`config.mk`:
```
export PLATFORM = sky130hd
export DESIGN_NAME = yurut_tamamlama_birimi
export DESIGN_NICKNAME = d
export VERILOG_FILES = /design/src/rtl/yurut_tamamlama_birimi_pkg.sv /design/src/rtl/yurut_tamamlama_birimi_sira_fifo.sv /design/src/rtl/yurut_tamamlama_birimi.sv
export SDC_FILE = /design/constraint.sdc
export NUM_CORES = 1
export LEC_CHECK = 0
export CAP_MARGIN = 15
export CORE_AREA = 4 4 100 102
export DETAILED_ROUTE_END_ITERATION = 8
export DIE_AREA = 0 0 104 106
export HOLD_SLACK_MARGIN = 0.08
export PLACE_DENSITY = 0.85
export RECOVER_POWER = 50
export SYNTH_ARGS = -nofsm -noshare
export SYNTH_HDL_FRONTEND = slang
export SYNTH_SLANG_ARGS = --single-unit
```
`constraint.sdc`:
```
create_clock -name clk_i -period 4.04 [get_ports clk_i]
set_input_delay 0.808 -clock clk_i [delete_from_list [all_inputs] [get_ports clk_i]]
set_output_delay 0.808 -clock clk_i [all_outputs]
set_load 0.01 [all_outputs]
```
`src/rtl/yurut_tamamlama_birimi_pkg.sv`:
```
// Shared definitions for the execute completion stage.
// Unit channel codes and default sizing.
package yurut_tamamlama_birimi_pkg;

  // Mapping of multi-cycle units to completion channel numbers.
  typedef enum logic [1:0] {
    BIRIM_BOLME     = 2'd0,
    BIRIM_BIB       = 2'd1,
    BIRIM_YAPAYZEKA = 2'd2,
    BIRIM_CARPMA    = 2'd3
  } birim_e;

  localparam int BIRIM_SAYISI_VARSAYILAN = 4;
  localparam int DERINLIK_VARSAYILAN     = 4;

endpackage

```
`src/rtl/yurut_tamamlama_birimi_sira_fifo.sv`:
```
// Tag FIFO recording issue order of multi-cycle ops.
// Extra pointer bit separates full from empty.
module yurut_tamamlama_birimi_sira_fifo #(
  parameter int GENISLIK = 8,
  parameter int DERINLIK = 4
) (
  input  logic                        clk_i,
  input  logic                        rst_ni,
  input  logic                        temizle_i,
  input  logic                        yaz_i,
  input  logic                        oku_i,
  input  logic [GENISLIK-1:0]         veri_i,
  output logic [GENISLIK-1:0]         veri_o,
  output logic                        bos_o,
  output logic                        dolu_o,
  output logic [$clog2(DERINLIK):0]   doluluk_o
);

  localparam int IB = $clog2(DERINLIK);

  logic [IB:0]         yaz_ptr_q, yaz_ptr_d;
  logic [IB:0]         oku_ptr_q, oku_ptr_d;
  logic [GENISLIK-1:0] bellek_q [DERINLIK];
  logic                it, cek;

  assign bos_o     = (yaz_ptr_q == oku_ptr_q);
  assign dolu_o    = (yaz_ptr_q[IB] != oku_ptr_q[IB]) &&
                     (yaz_ptr_q[IB-1:0] == oku_ptr_q[IB-1:0]);
  assign doluluk_o = yaz_ptr_q - oku_ptr_q;
  assign it        = yaz_i & ~dolu_o & ~temizle_i;
  assign cek       = oku_i & ~bos_o & ~temizle_i;
  assign veri_o    = bellek_q[oku_ptr_q[IB-1:0]];

  // Next pointers; flush empties the queue outright.
  always_comb begin
    yaz_ptr_d = yaz_ptr_q;
    oku_ptr_d = oku_ptr_q;
    if (temizle_i) begin
      yaz_ptr_d = '0;
      oku_ptr_d = '0;
    end else begin
      if (it)  yaz_ptr_d = yaz_ptr_q + 1'b1;
      if (cek) oku_ptr_d = oku_ptr_q + 1'b1;
    end
  end

  // Pointer registers.
  always_ff @(posedge clk_i or negedge rst_ni) begin
    if (!rst_ni) begin
      yaz_ptr_q <= '0;
      oku_ptr_q <= '0;
    end else begin
      yaz_ptr_q <= yaz_ptr_d;
      oku_ptr_q <= oku_ptr_d;
    end
  end

  // Entry storage; contents are don't-care while empty.
  always_ff @(posedge clk_i) begin
    if (it) bellek_q[yaz_ptr_q[IB-1:0]] <= veri_i;
  end

endmodule

```
`src/rtl/yurut_tamamlama_birimi.sv`:
```
// In-order completion stage for multi-cycle execute units.
// Results leave in issue order via one output register.
module yurut_tamamlama_birimi
  import yurut_tamamlama_birimi_pkg::*;
#(
  parameter int BIRIM_SAYISI = BIRIM_SAYISI_VARSAYILAN,
  parameter int VERI_BIT     = 32,
  parameter int DERINLIK     = DERINLIK_VARSAYILAN,
  parameter int ADRES_BIT    = 5
) (
  input  logic                             clk_i,
  input  logic                             rst_ni,
  input  logic                             temizle_i,
  input  logic                             vy_gecerli_i,
  input  logic [$clog2(BIRIM_SAYISI)-1:0]  vy_birim_i,
  input  logic [ADRES_BIT-1:0]             vy_rd_adres_i,
  input  logic                             vy_yaz_i,
  output logic                             vy_hazir_o,
  input  logic [BIRIM_SAYISI-1:0]          birim_gecerli_i,
  input  logic [BIRIM_SAYISI*VERI_BIT-1:0] birim_sonuc_i,
  output logic [BIRIM_SAYISI-1:0]          birim_hazir_o,
  input  logic                             gy_durdur_i,
  output logic                             gy_gecerli_o,
  output logic [ADRES_BIT-1:0]             gy_rd_adres_o,
  output logic [VERI_BIT-1:0]              gy_rd_deger_o,
  output logic                             gy_yaz_o,
  output logic                             bos_o,
  output logic                             dolu_o,
  output logic [$clog2(DERINLIK):0]        doluluk_o
);

  localparam int BB = $clog2(BIRIM_SAYISI);
  localparam int EW = BB + ADRES_BIT + 1;

  logic [EW-1:0]        bas_giris;
  logic [BB-1:0]        bas_birim;
  logic [ADRES_BIT-1:0] bas_rd;
  logic                 bas_yaz;
  logic [VERI_BIT-1:0]  bas_sonuc;
  logic                 cikis_bos, kabul_uygun, cek;

  logic                 gy_gecerli_q, gy_yaz_q;
  logic [ADRES_BIT-1:0] gy_rd_adres_q;
  logic [VERI_BIT-1:0]  gy_rd_deger_q;

  assign vy_hazir_o = ~dolu_o & ~temizle_i;

  yurut_tamamlama_birimi_sira_fifo #(
    .GENISLIK (EW),
    .DERINLIK (DERINLIK)
  ) u_sira_fifo (
    .clk_i     (clk_i),
    .rst_ni    (rst_ni),
    .temizle_i (temizle_i),
    .yaz_i     (vy_gecerli_i),
    .oku_i     (cek),
    .veri_i    ({vy_birim_i, vy_rd_adres_i, vy_yaz_i}),
    .veri_o    (bas_giris),
    .bos_o     (bos_o),
    .dolu_o    (dolu_o),
    .doluluk_o (doluluk_o)
  );

  assign {bas_birim, bas_rd, bas_yaz} = bas_giris;

  assign cikis_bos   = ~gy_gecerli_q | ~gy_durdur_i;
  assign kabul_uygun = ~bos_o & cikis_bos & ~temizle_i;
  assign cek         = |(birim_hazir_o & birim_gecerli_i);

  // Accept only the head unit and pick its result.
  always_comb begin
    birim_hazir_o = '0;
    bas_sonuc     = '0;
    for (int k = 0; k < BIRIM_SAYISI; k++) begin
      if (bas_birim == BB'(k)) begin
        birim_hazir_o[k] = kabul_uygun;
        bas_sonuc        = birim_sonuc_i[k*VERI_BIT +: VERI_BIT];
      end
    end
  end

  // Output register; writes to x0 are suppressed here.
  always_ff @(posedge clk_i or negedge rst_ni) begin
    if (!rst_ni) begin
      gy_gecerli_q  <= 1'b0;
      gy_yaz_q      <= 1'b0;
      gy_rd_adres_q <= '0;
      gy_rd_deger_q <= '0;
    end else if (temizle_i) begin
      gy_gecerli_q <= 1'b0;
      gy_yaz_q     <= 1'b0;
    end else if (cek) begin
      gy_gecerli_q  <= 1'b1;
      gy_rd_adres_q <= bas_rd;
      gy_rd_deger_q <= bas_sonuc;
      gy_yaz_q      <= bas_yaz & (bas_rd != '0);
    end else if (!gy_durdur_i) begin
      gy_gecerli_q <= 1'b0;
    end
  end

  assign gy_gecerli_o  = gy_gecerli_q;
  assign gy_yaz_o      = gy_yaz_q;
  assign gy_rd_adres_o = gy_rd_adres_q;
  assign gy_rd_deger_o = gy_rd_deger_q;

endmodule

```
Yosys cells after proc, flatten, opt, wreduce, memory -nomap -nowiden --
Memory sizes are Yosys's and may differ from the RTL's. Index checks and enable logic that the tools add are counted.
Word-level totals: register bits 45, latch bits 0, RAM bits 32, memory bits (read-only) 0, input port bits 145, output and inout port bits 49, word-level logic and storage cells 59, memories kept 1
Memory list:
- u_sira_fifo.bellek_q | depth 4, width 8, rd ports 1, clocked after Yosys merged registers in 0, write ports 1, line yurut_tamamlama_birimi_sira_fifo.sv:23 | logic [GENISLIK-1:0] bellek_q [DERINLIK];
Cells by class: add/subtract/negate cells 3, multiply operators 0, divide/modulo/power cells 0, magnitude comparators 0, equal/unequal tests 7, shift operators 0, mux-type cells 19, bitwise operators 15, reductions and logical operators 8
Operators by type and width (count):
- $mux W32 | 4
- $mux W3 | 4
- $mux W1 | 11
- $and A1 B1 Y1 | 8
- $add A3 B1 Y3 const B | 2
- $reduce_bool A2 Y1 | 3
- $not A1 Y1 | 5
- $reduce_bool A5 Y1 | 1
- $and A4 B4 Y4 | 1
- $eq A2 B2 Y1 const B | 2
- $reduce_or A4 Y1 | 1
- $eq A3 B3 Y1 | 1
- $ne A3 B2 Y1 const B | 1
- $sub A3 B3 Y3 | 1
- $eq A2 B1 Y1 const B | 1
- $eq A2 B2 Y1 | 1
- $logic_not A2 Y1 | 1
- $reduce_and A2 Y1 | 1
- $logic_and A1 B1 Y1 | 1
- $ne A1 B1 Y1 | 1
- $or A1 B1 Y1 | 1

Depth between registers and ports, before layout --
Gate-level depths: netlist of the first run.
word-level depth 11, gate-level depth with buffers 9, depth with buffers taken out 7

Cells and area by module --
A second synthesis of the first run with hierarchy kept.
Unflattened totals: cell total of the unflattened synthesis 323, area total of the unflattened synthesis 4185.3 um^2
By module, submodules not included:
- yurut_tamamlama_birimi | times used 1, cells an instance 217, area an instance 2456.1 um^2, sequential area each 975.9 um^2
- yurut_tamamlama_birimi_sira_fifo | times used 1, cells an instance 106, area an instance 1729.2 um^2, sequential area each 1111.1 um^2

Least setup slack after synthesis of the first run --
Ideal clock, no wire load.
kind register to output, start reg u_sira_fifo.oku_ptr_q[0], end out birim_hazir_o[0], arrival time 1581 ps, data required time 3232 ps, slack 1651 ps, cell stages (with the launch flop) 4, path buffers 0, path through dfrtp_1 mux4_2 a311o_1 nor2_1
Between the ends: word-level cells in the longest chain between the ends 5, elaborated cells on any way between the ends 7, classes of those cells eq/ne (1); mux (1); bitwise (3); reduce/logical (1); memory (1)
Ends and longest elaborated chain:
- from (decl) | line yurut_tamamlama_birimi_sira_fifo.sv:22 | logic [IB:0] oku_ptr_q, oku_ptr_d;
- from (signal assigned) | line yurut_tamamlama_birimi_sira_fifo.sv:54 | oku_ptr_q <= oku_ptr_d;
- $eq A3 B3 Y1 | line yurut_tamamlama_birimi_sira_fifo.sv:26 | assign bos_o = (yaz_ptr_q == oku_ptr_q);
- $not A1 Y1 | line yurut_tamamlama_birimi.sv:67 | assign kabul_uygun = ~bos_o & cikis_bos & ~temizle_i;
- $and A1 B1 Y1 (2 in a row) | line yurut_tamamlama_birimi.sv:67
- $mux W1 (*) | line yurut_tamamlama_birimi.sv:75 | if (bas_birim == BB'(k)) begin
- to (decl) | line yurut_tamamlama_birimi.sv:21 | output logic [BIRIM_SAYISI-1:0] birim_hazir_o,
Mark *: on every way between the ends. The rest lies on a longest branch, timed or not.

Final worst setup path of the first run --
start reg u_sira_fifo.oku_ptr_q[1], end out birim_hazir_o[1]
The elaborated chain is that of the path after synthesis.

==> results by stage, run 1 <==
Critical path:
- Traced cell by cell, the critical path runs through mux4_2, a311o_1, nor2_1, clkdlybuf4s50_1.
- The critical path buffer and inverter count is 1.
- The critical path runs through a total of 4 cells.
- The worst setup path is captured at an output port.
- Among cell families on the critical path, the largest total delay comes from flip-flops.
- For this run, the slowest stage of the critical path takes 0.71 ns.
- The setup path with the least slack is of type reg2out.
- The critical-path cell with the highest stage delay is sky130_fd_sc_hd__dfrtp_1.
- The data arrival at the endpoint of the critical path is 2.77 ns.
- For flop-to-flop paths, the worst setup slack is 1.12 ns.
- The endpoint of the worst register-to-register path is gy_rd_deger_o[13]$_DFFE_PN0P_.
- The number of cells on the worst reg-to-reg path is 5.
- Along the worst path, the maximum fanout reaches 17.
- The worst register-to-register path begins at u_sira_fifo.oku_ptr_q[1]$_DFFE_PN0P_.
- The type of element launching the critical path is a flip-flop.
- The end point of the critical path is birim_hazir_o[1].
- Tracing the worst setup path back leads to its startpoint at u_sira_fifo.oku_ptr_q[1]$_DFFE_PN0P_.
- Data on the critical path is required at its endpoint by 3.23 ns.

Finish:
- After routing the design area is 6170 sq um.
- The post-route netlist has 22.7% of its cells at a drive strength greater than 1.
- The storage element area is 2090 sq um.
- The layout overhead on the synthesized area is 57.1%.
- Fill cells in the final layout number 679.
- The multi-input combinational cells in the finished layout cover a total of 1740 sq um.
- The net total in the final layout is 580.
- In the layout the commonest cells are 163 x sky130_fd_sc_hd__clkdlybuf4s50_1, 45 x sky130_fd_sc_hd__dfrtp_1, 40 x sky130_fd_sc_hd__mux4_2, 36 x sky130_fd_sc_hd__mux2_2, 32 x sky130_fd_sc_hd__edfxtp_1.
- The final antenna diode count is 0.
- The most common cell after layout, fill and taps aside is sky130_fd_sc_hd__clkdlybuf4s50_1.

Power and ir drop:
- The total power density per cell area is 532 nW/um^2.
- Summed over all cells, the static leakage comes to 0.00232 uW.
- The largest voltage drop on the vdd net is 261 uV.

Global route:
- The number of antenna violations at the first check in global routing is 0.
- In the global route stage, overall resource usage came out at 20.6%.
- The via count of the first global-routing pass is 3191.
- The final global-route overflow total is 0.
- The first global-routing pass estimated 17700 um of wire.
- Entering global routing, the biggest net connects 46 pins.

Timing:
- The final number of hold-violating endpoints is 0.
- Dividing the final minimum period by the clock period gives 88.7%.
- The worst path in the final design needs a cycle of 3.58 ns, including I/O delays and setup.
- The max-slew violation total from the final report is 31.
- The minimum hold slack is 0.502 ns.
- Setup repair after global routing left no endpoint under its margin.
- The clock arrives with 0.0142 ns of skew.
- The worst path setup slack after routing is 0.457 ns.
- The fmax is 279 MHz.
- The worst slew slack as a fraction of its limit is -7.81%.
- In the final timing run, aggregate negative setup slack is 0 ns.
- Setup violations remaining at the end of the flow were counted as 0.
- The actual slew at the worst max-slew pin is 1.62 ns.

Job:
- The max capacitance violation total is 1.

Clocking:
- The number of CTS-inserted buffers is 9.
- The source-to-sink clock delay at the later pin of the worst-skew pair is 0.34 ns.
- The cell chosen for the clock root is sky130_fd_sc_hd__clkbuf_8.
- The H-tree generated during clock tree synthesis spans 3 levels.
- The clock transition at the registers of the reported paths is 0.08 ns.
- The CTS tree is built.
- The number of buffers inserted to repair setup after CTS is 0.
- The post-cts resize count is 0.
- In this run the deepest clock path goes through 2 buffers.
- For this design, the CTS-stage hold fixing added 0 buffers.
- The total clock sinks is 77.

Drt:
- The wire length per cell after detailed routing is 20.5 um.
- The number of nets with antenna violations after routing is 0.
- Wires add up to 11100 um.
- The remaining routing DRC violations is 0.
- The number of violations reported at the end of detailed-routing iteration 0 is 105.
- In the routed layout, each cell is associated on average with a via count of 5.27.
- The first detailed-routing pass took 4 iterations.
- The via count is 2860.

Synthesis:
- The synthesized area divided by synthesized cell count is 17.0 sq um.
- The share of synthesized registers carrying an async set or reset is 58.4%.
- For this run, the leading register cell type out of synthesis is sky130_fd_sc_hd__dfrtp_1.
- The number of nets produced by synthesis is 384.
- The share of Yosys cell area claimed by the top area cell type is 28.7%.
- The number of flops mapped to enable cells by yosys is 32.
- The netlist area before placement is 3930 sq um.
- The post-synthesis cell type with the largest combined area is sky130_fd_sc_hd__dfrtp_1.
- Yosys mapped the design onto 29 distinct sky130hd cell types.
- The share of the Yosys chip area taken by registers is 53.1%.
- The synthesis-stage register bit count is 77.
- The gate count after technology mapping is 231.
- The count of synthesis-stage warnings from yosys is 0.
- In the post-synthesis netlist, the biggest area contributors are sky130_fd_sc_hd__dfrtp_1 29%, sky130_fd_sc_hd__edfxtp_1 24%, sky130_fd_sc_hd__mux4_2 23%.

Die:
- Once the floorplan was initialized, standard cells occupied 43.1% of the core.
- The core footprint is 9110 sq um.
- The floorplan die height is 106 um.
- The number of core rows is 35.
- The number of I/O pins is 194.
- The die is 104 um wide.
- The floorplan step defined a die boundary enclosing 11000 sq um.

Placement:
- The detailed placer's ending HPWL is 9010 um.
- The standard cell area after detailed placement is 5960 sq um.
- Port buffering added 193 buffers.
- The placer's final routability congestion estimate is 0.825.
- Before CTS, the worst setup slack after placement is 0.746 ns.

Status:
- The flow ran to the end, but the final reports show violations.
- The final reports fail on capacitance limit, slew limit.

Worst hold path:
- The path category of the worst min-delay check is reg2reg.
worst reg2reg max path: cells and delay by family (launching register included):
family	cells	cell delay, ns
mux	2	1.03
buf+inv	1	0.48
compound gates	2	0.58
flops	1	0.71
cell usage after synthesis (2+ instances only):
master and number:
sky130_fd_sc_hd__dfrtp_1 45, sky130_fd_sc_hd__mux4_2 40, sky130_fd_sc_hd__mux2_2 36, sky130_fd_sc_hd__edfxtp_1 32, sky130_fd_sc_hd__nor2_1 9, sky130_fd_sc_hd__ha_1 7, sky130_fd_sc_hd__nand2_1 7, sky130_fd_sc_hd__inv_1 6
sky130_fd_sc_hd__buf_2 5, sky130_fd_sc_hd__mux2i_1 5, sky130_fd_sc_hd__and2_1 4, sky130_fd_sc_hd__buf_4 4, sky130_fd_sc_hd__clkbuf_1 4, sky130_fd_sc_hd__nand2b_1 3, sky130_fd_sc_hd__nand3_1 3, sky130_fd_sc_hd__xnor2_1 3
sky130_fd_sc_hd__a21oi_1 2, sky130_fd_sc_hd__mux2_1 2, sky130_fd_sc_hd__o211ai_1 2, sky130_fd_sc_hd__o21ai_0 2, sky130_fd_sc_hd__xor2_1 2
cell type report:
class | instances | share of cell area [%]
sequential | 77 | 33.8
timing repair buffer | 199 | 31.9
multi-input combinational | 134 | 28.3
tap | 111 | 2.25
clock buffer | 10 | 2.23
clock inverter | 6 | 1.16
inverter | 6 | 0.365
registers in the layout, summed over array words and instances (netlist names):
name                   flops
u_sira_fifo.oku_ptr_q      3
u_sira_fifo.yaz_ptr_q      3
gy_rd_deger_o             32
gy_gecerli_o               1
u_sira_fifo.bellek_q      32
gy_yaz_o                   1
gy_rd_adres_o              5
stage by stage:
step,std cells,power (uW),util (%)
floorplan,231,1990,-
global placement,526,2740,65.4
detailed placement,526,2780,65.4
CTS,542,3380,67.7
global route,543,3490,67.7
finish,543,3280,67.7
worst min path at each step:
stage	slack (ns)	endpoint	start	cells past startpoint
3_3_place_gp	0.47	gy_rd_adres_o[2]$_DFFE_PN0P_	gy_rd_adres_o[2]$_DFFE_PN0P_	1
5_1_grt	0.52	gy_rd_deger_o[18]$_DFFE_PN0P_	gy_rd_deger_o[18]$_DFFE_PN0P_	1
2_1_floorplan	0.50	u_sira_fifo.oku_ptr_q[2]$_DFFE_PN0P_	u_sira_fifo.oku_ptr_q[2]$_DFFE_PN0P_	1
6_report	0.50	gy_rd_deger_o[9]$_DFFE_PN0P_	gy_rd_deger_o[9]$_DFFE_PN0P_	1
3_5_place_dp	0.49	gy_rd_deger_o[5]$_DFFE_PN0P_	gy_rd_deger_o[5]$_DFFE_PN0P_	1
4_1_cts	0.51	gy_rd_deger_o[9]$_DFFE_PN0P_	gy_rd_deger_o[9]$_DFFE_PN0P_	1
kinds of logic after synthesis:
kind of cell             count (synthesis)  synth area share (%)
buffers and inverters                   20                  2.45
flip-flops                              77                  53.1
adder cells (fa/ha/maj)                  8                  2.74
XOR/XNOR                                 5                  1.12
AO/OA/AOI/OAI                           11                  2.23
AND/OR/NAND/NOR                         27                  3.22
multiplexers                            83                  35.1
per-layer routing:
metal / global-route usage [%] / share of wire (%)
met5: 0 / 0
met4: 8.07 / 3.4
met3: 6.19 / 7.2
met2: 36.9 / 53
met1: 23.1 / 36
where the power goes:
group / switching, uW / internal, uW / total (uW)
Sequential: 111 / 1030 / 1140
Clock: 289 / 306 / 595
Combinational: 610 / 935 / 1550
Power figures use the tool's default switching activity.
==> run 2, diff against run 1 <==
--- a/config.mk
+++ b/config.mk
@@ -10,7 +10,7 @@
 export DETAILED_ROUTE_END_ITERATION = 8
 export DIE_AREA = 0 0 104 106
 export HOLD_SLACK_MARGIN = 0.08
-export PLACE_DENSITY = 0.85
+export PLACE_DENSITY = 0.95
 export RECOVER_POWER = 50
 export SYNTH_ARGS = -nofsm -noshare
 export SYNTH_HDL_FRONTEND = slang
==> results by stage, run 2 (synthesis gave the netlist of run 1 again) <==
Timing:
- Setup repair after global routing left no endpoint under its margin.
- The actual slew at the worst max-slew pin is 2.44 ns.
- Setup slack closes at 0.476 ns.
- Headroom to the max-slew limit came out at -62.7%.
- Subtracting the final worst setup slack from the clock period gives 3.56 ns.
- The share of the clock period used by the worst path is 88.2%.
- Hold timing on the final database bottoms out at a slack of 0.503 ns.
- The final number of hold-violating endpoints came to 0.
- The max-slew violation total from the final report is 46.
- The total negative slack for setup checks is 0 ns.
- The setup clock skew after layout is 0.0116 ns.
- Timing would allow up to 281 MHz.
- The final-report setup violation count is 0.

Power and ir drop:
- VDD sags by at most 193 uV.
- In this run the power density over the cells is 531 nW/um^2.
- The analysis attributes to cell leakage a power of 0.00233 uW.

Global route:
- In the global route stage, overall resource usage came out at 20.6%.
- The via count of the first global-routing pass is 3140.
- The first global-routing pass estimated 17600 um of wire.
- Entering global routing, the biggest net connects 46 pins.
- The number of antenna violations at the first check in global routing is 0.
- The final global-route overflow total is 0.

Placement:
- Routability-driven placement finished with a final weighted congestion of 0.845.
- Before CTS, the worst setup slack after placement is 0.769 ns.
- The count of buffers from port buffering is 193.
- The wire-length estimate of the detail-placed layout is 9180 um.

Clocking:
- The number of CTS-inserted buffers is 9.
- The CTS tree is built.
- The cell chosen for the clock root is sky130_fd_sc_hd__clkbuf_8.
- The H-tree was split into 3 levels.
- After clock tree synthesis, the repair step resized 0 gates.
- The number of buffers inserted to repair setup after CTS is 0.
- The longest clock path from root to sink contains 2 buffers.
- The clock transition at the registers of the reported paths is 0.08 ns.
- Clock tree synthesis found a total of 77 sinks.
- Clock latency on the worst-skew pair, taken at its later pin, is 0.33 ns.
- After clock tree synthesis, the flow added hold-fix buffers numbering 0.

Critical path:
- STA classifies the critical path endpoint as an output port.
- The delay of the slowest cell on the worst path is 0.70 ns.
- The data arrival at the endpoint of the critical path is 2.76 ns.
- Walking the worst path, the cells encountered are mux4_2, buf_4, o211ai_1, nor2_1, clkdlybuf4s50_1.
- The worst setup path is launched from a flip-flop.
- The number of buffers and inverters on the critical path is 2.
- The critical-path cell with the highest stage delay is sky130_fd_sc_hd__dfrtp_1.
- The setup path with the least slack is of type reg2out.
- The maximum fanout encountered on the critical timing path is 33.
- The number of cells on the worst reg-to-reg path is 6.
- STA puts the critical path data required time at 3.23 ns.
- The number of gates on the worst path with buffers counted is 5.
- The kind of cell with the highest combined delay along the critical path is buffers and inverters.

Drt:
- Detailed routing placed a total of 636 um of wire on met3.
- The final routed wirelength across all metal layers is 11400 um.
- The detailed-route wire length on metal 1 is 4170 um.
- The number of nets with antenna violations after routing is 0.
- The routed layout has 2862 vias.
- The first detailed-routing pass ran for 5 iterations.
- The highest layer touched by signal routing is met4.
- The routed length on met2 is 6390 um.
- The number of violations reported at the end of detailed-routing iteration 0 is 104.
- In the routed design, unresolved DRC markers number 0.
- Using the TritonRoute via totals, the vias-per-cell ratio works out to 5.27.
- The wire length per cell after detailed routing is 21.0 um.

Worst hold path:
- The path category of the worst min-delay check is reg2reg.
- The instance count along the most critical hold path is 1.

Finish:
- The most common cell after layout, fill and taps aside is sky130_fd_sc_hd__clkdlybuf4s50_1.
- From synthesis to final layout, the design area changed by 56.8%.
- The final antenna diode count is 0.
- The library cells used most frequently in the layout, excluding fill and tap cells, are 163 x sky130_fd_sc_hd__clkdlybuf4s50_1, 45 x sky130_fd_sc_hd__dfrtp_1, 40 x sky130_fd_sc_hd__mux4_2, 36 x sky130_fd_sc_hd__mux2_2, 32 x sky130_fd_sc_hd__edfxtp_1.
- The ratio of cells with drive above 1 in the final layout is 22.5%.
- In the final design database the tool counted 580 nets.

Status:
- The run finished, with violations left.
- The checks that failed: capacitance limit, slew limit.

Die:
- From bottom edge to top edge, the die measures 106 um.
- The effective utilization at floorplan is 43.1%.
- The die covers 11000 sq um.
- During I/O placement, the number of pins put on the boundary was 194.
- In this run the horizontal extent of the chip is 104 um.
- After floorplanning, the core was divided into 35 placement rows.
- The core region is 9110 sq um.

Job:
- Across the run, the number of max-cap violations was 1.
-- run 2: area by class of cell --
class	instances	area [sq um]
multi-input combinational	134	1740
sequential	77	2090
fill	619	2950
clock buffer	11	131
clock inverter	5	52.6
tap	111	139
timing repair buffer	199	1980
inverter	6	22.5
-- run 2: per-layer routing --
metal,vias to the layer above,track usage [%]
met2,112,38.8
met5,-,0
met4,0,6.55
met1,1436,22.9
met3,16,4.92
li1,1298,-
-- run 2: worst paths after layout --
check	startpoint	end	slack [ns]
worst max-delay path	u_sira_fifo.oku_ptr_q[1]$_DFFE_PN0P_	birim_hazir_o[2]	0.48
worst max register to register	u_sira_fifo.oku_ptr_q[1]$_DFFE_PN0P_	gy_rd_deger_o[11]$_DFFE_PN0P_	1.14
max in group asynchronous	rst_ni	gy_rd_deger_o[29]$_DFFE_PN0P_	1.42
worst min-delay path	gy_rd_deger_o[16]$_DFFE_PN0P_	gy_rd_deger_o[16]$_DFFE_PN0P_	0.50
worst min register to register	gy_rd_deger_o[16]$_DFFE_PN0P_	gy_rd_deger_o[16]$_DFFE_PN0P_	0.50
min in group asynchronous	rst_ni	u_sira_fifo.oku_ptr_q[1]$_DFFE_PN0P_	1.22
-- run 2: metrics by stage --
| step | area, sq um | std cells | total power, uW | util (%) |
|---|---|---|---|---|
| after floorplan | 3930 | 231 | 1990 | - |
| after global placement | 5980 | 527 | 2740 | 65.6 |
| after detailed placement | 5980 | 527 | 2810 | 65.6 |
| after CTS | 6160 | 543 | 3360 | 67.6 |
| after global routing | 6160 | 543 | 3450 | 67.6 |
| final | 6160 | 543 | 3270 | 67.6 |
-- run 2: power breakdown --
| group | total, uW | internal [uW] | switching, uW |
|---|---|---|---|
| combinational | 1570 | 947 | 626 |
| clock | 545 | 283 | 262 |
| sequential | 1150 | 1030 | 119 |
| total | 3270 | 2260 | 1010 |
==> run 3, diff against run 2 <==
--- a/config.mk
+++ b/config.mk
@@ -5,7 +5,6 @@
 export SDC_FILE = /design/constraint.sdc
 export NUM_CORES = 1
 export LEC_CHECK = 0
-export CAP_MARGIN = 15
 export CORE_AREA = 4 4 100 102
 export DETAILED_ROUTE_END_ITERATION = 8
 export DIE_AREA = 0 0 104 106
==> results of run 3 <==
Final layout, timing and power as in run 2 (identical DEF).
